$ cat config.mk
export PLATFORM = sky130hd
export DESIGN_NAME = vec_seq_ctrl_flat
export DESIGN_NICKNAME = d
export VERILOG_FILES = /design/src/rtl/vec_seq_ctrl_if.sv /design/src/rtl/vec_seq_ctrl.sv /design/src/flat_wrapper.sv
export SDC_FILE = /design/constraint.sdc
export NUM_CORES = 1
export LEC_CHECK = 0
export ABC_AREA = 0
export BUFFER_PORTS_ARGS = -buffer_cell sky130_fd_sc_hd__buf_4
export CORE_MARGIN = 5
export CORE_UTILIZATION = 60
export DETAILED_ROUTE_END_ITERATION = 8
export PLACE_DENSITY = 0.84
export SYNTH_ARGS = -nofsm -noshare
export SYNTH_HDL_FRONTEND = slang
export SYNTH_SLANG_ARGS = --single-unit
$ cat constraint.sdc
create_clock -name clk -period 5.77 [get_ports clk]
set_input_delay 0.577 -clock clk [delete_from_list [all_inputs] [get_ports clk]]
set_output_delay 0.577 -clock clk [all_outputs]
set_load 0.02 [all_outputs]
$ cat src/rtl/vec_seq_ctrl_if.sv
// rtl/vec_seq_ctrl_if.sv - instruction handshake channel into the vector sequencer
interface vec_seq_ctrl_if #(
  parameter int N_W = 8
);
  logic           instr_valid;
  logic           instr_ready;
  logic [3:0]     opcode;
  logic [N_W-1:0] imm;

  modport master (output instr_valid, output opcode, output imm, input instr_ready);
  modport slave  (input instr_valid, input opcode, input imm, output instr_ready);
endinterface

$ cat src/rtl/vec_seq_ctrl.sv
// rtl/vec_seq_ctrl.sv - multi-cycle vector sequencer (optional VSEQ_AUTOINC_EN: advance i/j by n after each vector op)
module vec_seq_ctrl #(
  parameter int ADDR_W = 8,
  parameter int N_W    = 8
) (
  input  logic              clk,
  input  logic              rst,
  vec_seq_ctrl_if.slave     instr,
  output logic [ADDR_W-1:0] rd_addr_o,
  output logic [ADDR_W-1:0] wr_addr_o,
  output logic              vec_alu_op_o,
  output logic              r_mem_1_o,
  output logic              r_mem_2_o,
  output logic              w_mem_2_o,
  output logic              w_mem_3_o,
  output logic              busy_o,
  output logic              done_o,
  output logic [ADDR_W-1:0] i_idx_o,
  output logic [ADDR_W-1:0] j_idx_o,
  output logic [N_W-1:0]    n_len_o
);

  localparam logic [3:0] OP_INCRI = 4'b0000;
  localparam logic [3:0] OP_INCRJ = 4'b0001;
  localparam logic [3:0] OP_SETN  = 4'b0010;
  localparam logic [3:0] OP_SUMFV = 4'b0011;
  localparam logic [3:0] OP_MULFV = 4'b0100;

  typedef enum logic [1:0] {IDLE, RUN, DRAIN} state_e;

  state_e            state_q;
  logic [ADDR_W-1:0] i_q, j_q;
  logic [N_W-1:0]    n_q;
  logic [N_W-1:0]    k_q;
  logic [ADDR_W-1:0] rd_addr_q, wr_addr_q;
  logic              rd_en_q, wr_en_q, mul_q, done_q;

  logic              accept;
  logic [N_W-1:0]    k_d;
  logic              last_elem;

  assign instr.instr_ready = (state_q == IDLE);
  assign accept            = instr.instr_valid && (state_q == IDLE);
  assign k_d               = k_q + N_W'(1);
  assign last_elem         = (k_q == n_q - N_W'(1));

  // Sequencer FSM: scalar index updates in IDLE, element streaming in RUN, final write + done in DRAIN
  always_ff @(posedge clk or posedge rst) begin
    if (rst) begin
      state_q   <= IDLE;
      i_q       <= '0;
      j_q       <= '0;
      n_q       <= '0;
      k_q       <= '0;
      rd_addr_q <= '0;
      wr_addr_q <= '0;
      rd_en_q   <= 1'b0;
      wr_en_q   <= 1'b0;
      mul_q     <= 1'b0;
      done_q    <= 1'b0;
    end else begin
      done_q <= 1'b0;
      case (state_q)
        IDLE: begin
          rd_en_q <= 1'b0;
          wr_en_q <= 1'b0;
          if (accept) begin
            case (instr.opcode)
              OP_INCRI: i_q <= i_q + ADDR_W'(instr.imm);
              OP_INCRJ: j_q <= j_q + ADDR_W'(instr.imm);
              OP_SETN:  n_q <= instr.imm;
              OP_SUMFV, OP_MULFV: begin
                mul_q     <= (instr.opcode == OP_MULFV);
                k_q       <= '0;
                rd_addr_q <= i_q;
                if (n_q != '0) begin
                  state_q <= RUN;
                  rd_en_q <= 1'b1;
                end else begin
                  // empty vector: one DRAIN cycle with done and no enables
                  state_q <= DRAIN;
                  done_q  <= 1'b1;
                end
              end
              default: ;
            endcase
          end
        end
        RUN: begin
          // the ALU result for the element just read is written one cycle later
          wr_en_q   <= 1'b1;
          wr_addr_q <= j_q + ADDR_W'(k_q);
          if (last_elem) begin
            state_q <= DRAIN;
            rd_en_q <= 1'b0;
            done_q  <= 1'b1;
          end else begin
            k_q       <= k_d;
            rd_addr_q <= i_q + ADDR_W'(k_d);
          end
        end
        DRAIN: begin
          state_q   <= IDLE;
          rd_en_q   <= 1'b0;
          wr_en_q   <= 1'b0;
          k_q       <= '0;
          rd_addr_q <= '0;
          wr_addr_q <= '0;
`ifdef VSEQ_AUTOINC_EN
          i_q <= i_q + ADDR_W'(n_q);
          j_q <= j_q + ADDR_W'(n_q);
`else
          i_q <= i_q;
          j_q <= j_q;
`endif
        end
        default: state_q <= IDLE;
      endcase
    end
  end

  assign rd_addr_o    = rd_addr_q;
  assign wr_addr_o    = wr_addr_q;
  assign vec_alu_op_o = mul_q;
  assign r_mem_1_o    = rd_en_q & mul_q;
  assign r_mem_2_o    = rd_en_q & ~mul_q;
  assign w_mem_2_o    = wr_en_q & mul_q;
  assign w_mem_3_o    = wr_en_q & ~mul_q;
  assign busy_o       = (state_q != IDLE);
  assign done_o       = done_q;
  assign i_idx_o      = i_q;
  assign j_idx_o      = j_q;
  assign n_len_o      = n_q;

endmodule

$ cat src/flat_wrapper.sv
// flat-port wrapper written by rule: the top's interface ports become plain ports
module vec_seq_ctrl_flat 
#(
  parameter int ADDR_W = 8,
  parameter int N_W    = 8
)
  (clk, rst, rd_addr_o, wr_addr_o, vec_alu_op_o, r_mem_1_o, r_mem_2_o, w_mem_2_o, w_mem_3_o, busy_o, done_o, i_idx_o, j_idx_o, n_len_o, instr_instr_valid, instr_opcode, instr_imm, instr_instr_ready);
  vec_seq_ctrl_if #(.N_W(N_W)) instr_i ();
  input  logic clk;
  input  logic rst;
  output logic [ADDR_W-1:0] rd_addr_o;
  output logic [ADDR_W-1:0] wr_addr_o;
  output logic vec_alu_op_o;
  output logic r_mem_1_o;
  output logic r_mem_2_o;
  output logic w_mem_2_o;
  output logic w_mem_3_o;
  output logic busy_o;
  output logic done_o;
  output logic [ADDR_W-1:0] i_idx_o;
  output logic [ADDR_W-1:0] j_idx_o;
  output logic [N_W-1:0] n_len_o;
  input wire logic [$bits(instr_i.instr_valid)-1:0] instr_instr_valid;
  input wire logic [$bits(instr_i.opcode)-1:0] instr_opcode;
  input wire logic [$bits(instr_i.imm)-1:0] instr_imm;
  output wire logic [$bits(instr_i.instr_ready)-1:0] instr_instr_ready;
  assign instr_i.instr_valid = instr_instr_valid;
  assign instr_i.opcode = instr_opcode;
  assign instr_i.imm = instr_imm;
  assign instr_instr_ready = instr_i.instr_ready;
  vec_seq_ctrl #(.ADDR_W(ADDR_W), .N_W(N_W)) u_core (.clk(clk), .rst(rst), .instr(instr_i), .rd_addr_o(rd_addr_o), .wr_addr_o(wr_addr_o), .vec_alu_op_o(vec_alu_op_o), .r_mem_1_o(r_mem_1_o), .r_mem_2_o(r_mem_2_o), .w_mem_2_o(w_mem_2_o), .w_mem_3_o(w_mem_3_o), .busy_o(busy_o), .done_o(done_o), .i_idx_o(i_idx_o), .j_idx_o(j_idx_o), .n_len_o(n_len_o));
endmodule
==> metrics.md <==
| Metric | Value |
|---|---|
| Critical Path Source Type | `flip-flop` |
| Commonest non-fill, non-tap cell in the layout | `buf_4` |
| Max_cap viols | `0` |
| Most frequent cells in the layout | `buf_4 (63), dfrtp_1 (54), nand2_1 (35), ha_1 (35), inv_1 (32)` |
| CTS Sinks | `54` |
| # diodes | `0` |
| GPL Wtd Cong | `0.9317` |
| Dpl hpwl | `7.186 mm` |
| Fin crit share | `0.5262` |
| Vias/cell | `5.920` |
| Starting Density | `0.6130` |
| Synth area leader | `dfrtp_1` |
| Ys async rst share | `1.000` |
| First-pass GRT wire length | `16.04 mm` |
| CTS Root Cell | `clkbuf_8` |
| Final Setup Violations | `0` |
| Die Height | `90.31 um` |
| Top-area cell type share of the netlist area | `0.3492` |
| First-pass DRT Iterations | `4` |
| CTS H-tree depth | `2` |
| I/O Pins | `63` |
| Static Leakage | `2.212 nW` |
| Biggest cell delay along the critical path | `0.51 ns` |
| Synthesis-stage register bit count | `54` |
| Gr usage total | `0.2399` |
| Power Total | `2.253 mW` |
| Post-synthesis cell type count | `61` |
| Relative slew slack | `0.5354` |
| Routed length per placed instance | `17.75 um` |
| Core Area | `0.006314 mm2` |
| Cell count of the worst reg-to-reg path | `10` |
| Critical-path maximum fanout | `8` |
| Worst setup path end | `u_core.rd_addr_o[7]` |
| CTS Hold Buffers Added | `0` |
| Met1 wire length | `4.139 mm` |
| Met2 routed wirelength | `4.619 mm` |
| VDD IR max | `289.8 uV` |
| Final wirelength | `9.494 mm` |
| Worst Max-Slew Pin Slew | `0.6969 ns` |
| Post-detailed-route DRC marker count | `0` |
| Critical-path cell list | `ha_1 -> and3_1 -> xnor2_1 -> ha_1 -> and3_1 -> a221o_1 -> o41ai_1 -> xnor2_1 -> o2bb2ai_1 -> mux2_2` |
| RSZ-0062 raised after global routing | `no` |
| Drt initial violations | `167` |
| TritonCTS clock tree | `yes` |
| Util after Layout | `0.7122` |
| Antenna Nets Post-Route | `0` |
| TritonCTS buffer count | `5` |
| IO buf count | `62` |
| Hold Worst Slack | `0.4302 ns` |
| Final Hold Fails | `0` |
| DP Worst Slack | `2.850 ns` |
| Clk_lat worst skew | `0.32 ns` |
| Buf/Inv on CP | `0` |
| Setup TNS | `0 ns` |
| R2R Setup Slk | `2.73 ns` |
| Die area | `0.008156 mm2` |
| Fin crit period | `3.036 ns` |
| Post-synth top flop | `dfrtp_1` |
| Die W | `90.31 um` |
| Slowest-stage cell, CP | `dfrtp_1` |
| R2r startpoint | `u_core.k_q[1]` |
| WP depth | `10` |
| Critical Path RT | `5.98 ns` |
| Netlist Area Pre-Place | `0.003870 mm2` |
| Seq/Total Area, Yosys | `0.3492` |
| Yosys warning count | `0` |
| Hold Path Class | `primary input to async pin` |
| Status | `finished clean` |
| Post-CTS setup buffer count | `0` |
| Gate Count Post-Synth | `398` |
| Area Overhead vs Synth | `16.20%` |
| Synth top area cells | `dfrtp_1 (35%), ha_1 (11%), mux2_2 (4.4%)` |
| Clock-pin slew on the worst setup and hold paths | `0.10 ns` |
| Max-slew violations | `0` |
| Worst Setup End Kind | `flip-flop` |
| Post_cts resized | `0` |
| Antenna violations before repair | `0` |
| CP arrival | `3.25 ns` |
| Vias in the first global route | `3225` |
| Reg2reg end | `u_core.rd_addr_o[7]` |
| Grt total ovfl | `0` |
| Vias | `3167` |
| Pwr/cell area | `501.0 mW/mm2` |
| Post-layout nets | `511` |
| Setup slack after layout | `2.734 ns` |
| Fmax | `329.4 MHz` |
| Clock buffer depth | `2` |
| Syn Area/Cell | `9.724 um2` |
| Top delay family on crit path | `compound AO/OA/AOI/OAI gates` |
| Mapped Nets | `452` |
| Met3 wire len | `488 um` |
| Site Rows | `29` |
| Critical path class | `flip-flop to flip-flop` |
| Largest net degree at the start of global routing | `55` |
| Critical path origin | `u_core.k_q[1]` |
| Top layer in use | `met4` |
| Share of post-route cells with drive strength above 1 | `0.2249` |
| Clock skew after layout | `0.008044 ns` |
| EDFF count, synth | `0` |
[worst min-delay path, cell delays in order]
cell,delay [ns]
buf_4,0.11
inv_2,0.03
buf_4,0.53
[area by class of cell]
cell class / count / area [um2]
multi-input combinational: 299 / 2306
clock inverter: 2 / 60.06
inverter: 34 / 127.6
timing repair buffer: 63 / 473.0
fill: 495 / 1817
tap: 77 / 96.34
sequential: 54 / 1351
clock buffer: 6 / 82.58
[worst min path at each step]
stage,cells after the start,slack (ns),start,end
finish,3,0.43,rst,u_core.wr_addr_o[7]
global route,3,0.52,rst,u_core.wr_addr_o[4]
CTS,3,0.47,rst,u_core.wr_addr_o[7]
detailed placement,1,0.48,u_core.wr_addr_o[3],u_core.wr_addr_o[3]
global placement,2,0.46,u_core.wr_addr_o[7],u_core.wr_addr_o[7]
floorplan,2,0.45,u_core.wr_en_q,u_core.wr_en_q
[synthesized netlist by cell type, types with 2 or more instances]
cell and number:
a21oi_1 12, nand2_1 35, a21o_2 3, clkbuf_8 2, nor3b_1 3, fa_1 4
xor2_1 19, o31ai_1 7, mux2_4 2, o21bai_1 2, or2_2 5, mux2_2 15
o22ai_1 2, dfrtp_1 54, o2bb2ai_1 10, inv_1 33, nor2_1 22, nand2b_1 3
o41ai_1 2, o21a_1 5, nand4_1 2, ha_1 35, a32o_1 3, nand3_1 8
nor3_1 10, nor2b_1 7, nor4_1 2, xnor2_1 15, clkbuf_1 7, o211ai_1 3
a21o_1 5, o32ai_1 2, and3_1 5, and3b_1 2, and2_1 2, o21ai_0 21
mux2i_1 5
[metrics by stage]
step | cells | instance area, um2
6_report | 535 | 4497
3_5_place_dp | 527 | 4354
2_1_floorplan | 398 | 3870
3_3_place_gp | 527 | 4354
5_1_grt | 535 | 4497
4_1_cts | 535 | 4497
[sequential cells by signal, summed over array words and instances, names as in the netlist]
register	flops
u_core.i_idx_o	8
u_core.j_idx_o	8
u_core.wr_en_q	1
u_core.rd_en_q	1
u_core.vec_alu_op_o	1
u_core.state_q	2
u_core.k_q	8
u_core.n_len_o	8
u_core.wr_addr_o	8
u_core.rd_addr_o	8
u_core.done_o	1
[layer usage]
metal  GRT usage  vias up
li1            -     1526
met1      0.3146     1516
met2      0.3933       96
met3     0.04667       29
met4     0.08809        0
met5           0        -
[where the power goes]
group,switching [mW],leakage [nW],internal [mW]
clock,0.133,0.0714,0.185
sequential,0.173,0.706,0.509
combinational,0.693,1.43,0.561
total,0.998,2.21,1.26
[cells by family (layout without fill, tap and decap cells)]
kind of cell / Yosys count / after routing / synth area share
mux: 22 / 22 / 0.06434
buf+inv: 45 / 105 / 0.05496
xor+xnor: 34 / 34 / 0.07695
flops: 54 / 54 / 0.3492
compound gates: 90 / 90 / 0.1720
fa+ha+maj: 39 / 39 / 0.1339
simple gates: 114 / 114 / 0.1487
No activity file was read; power rests on OpenSTA's default activity.
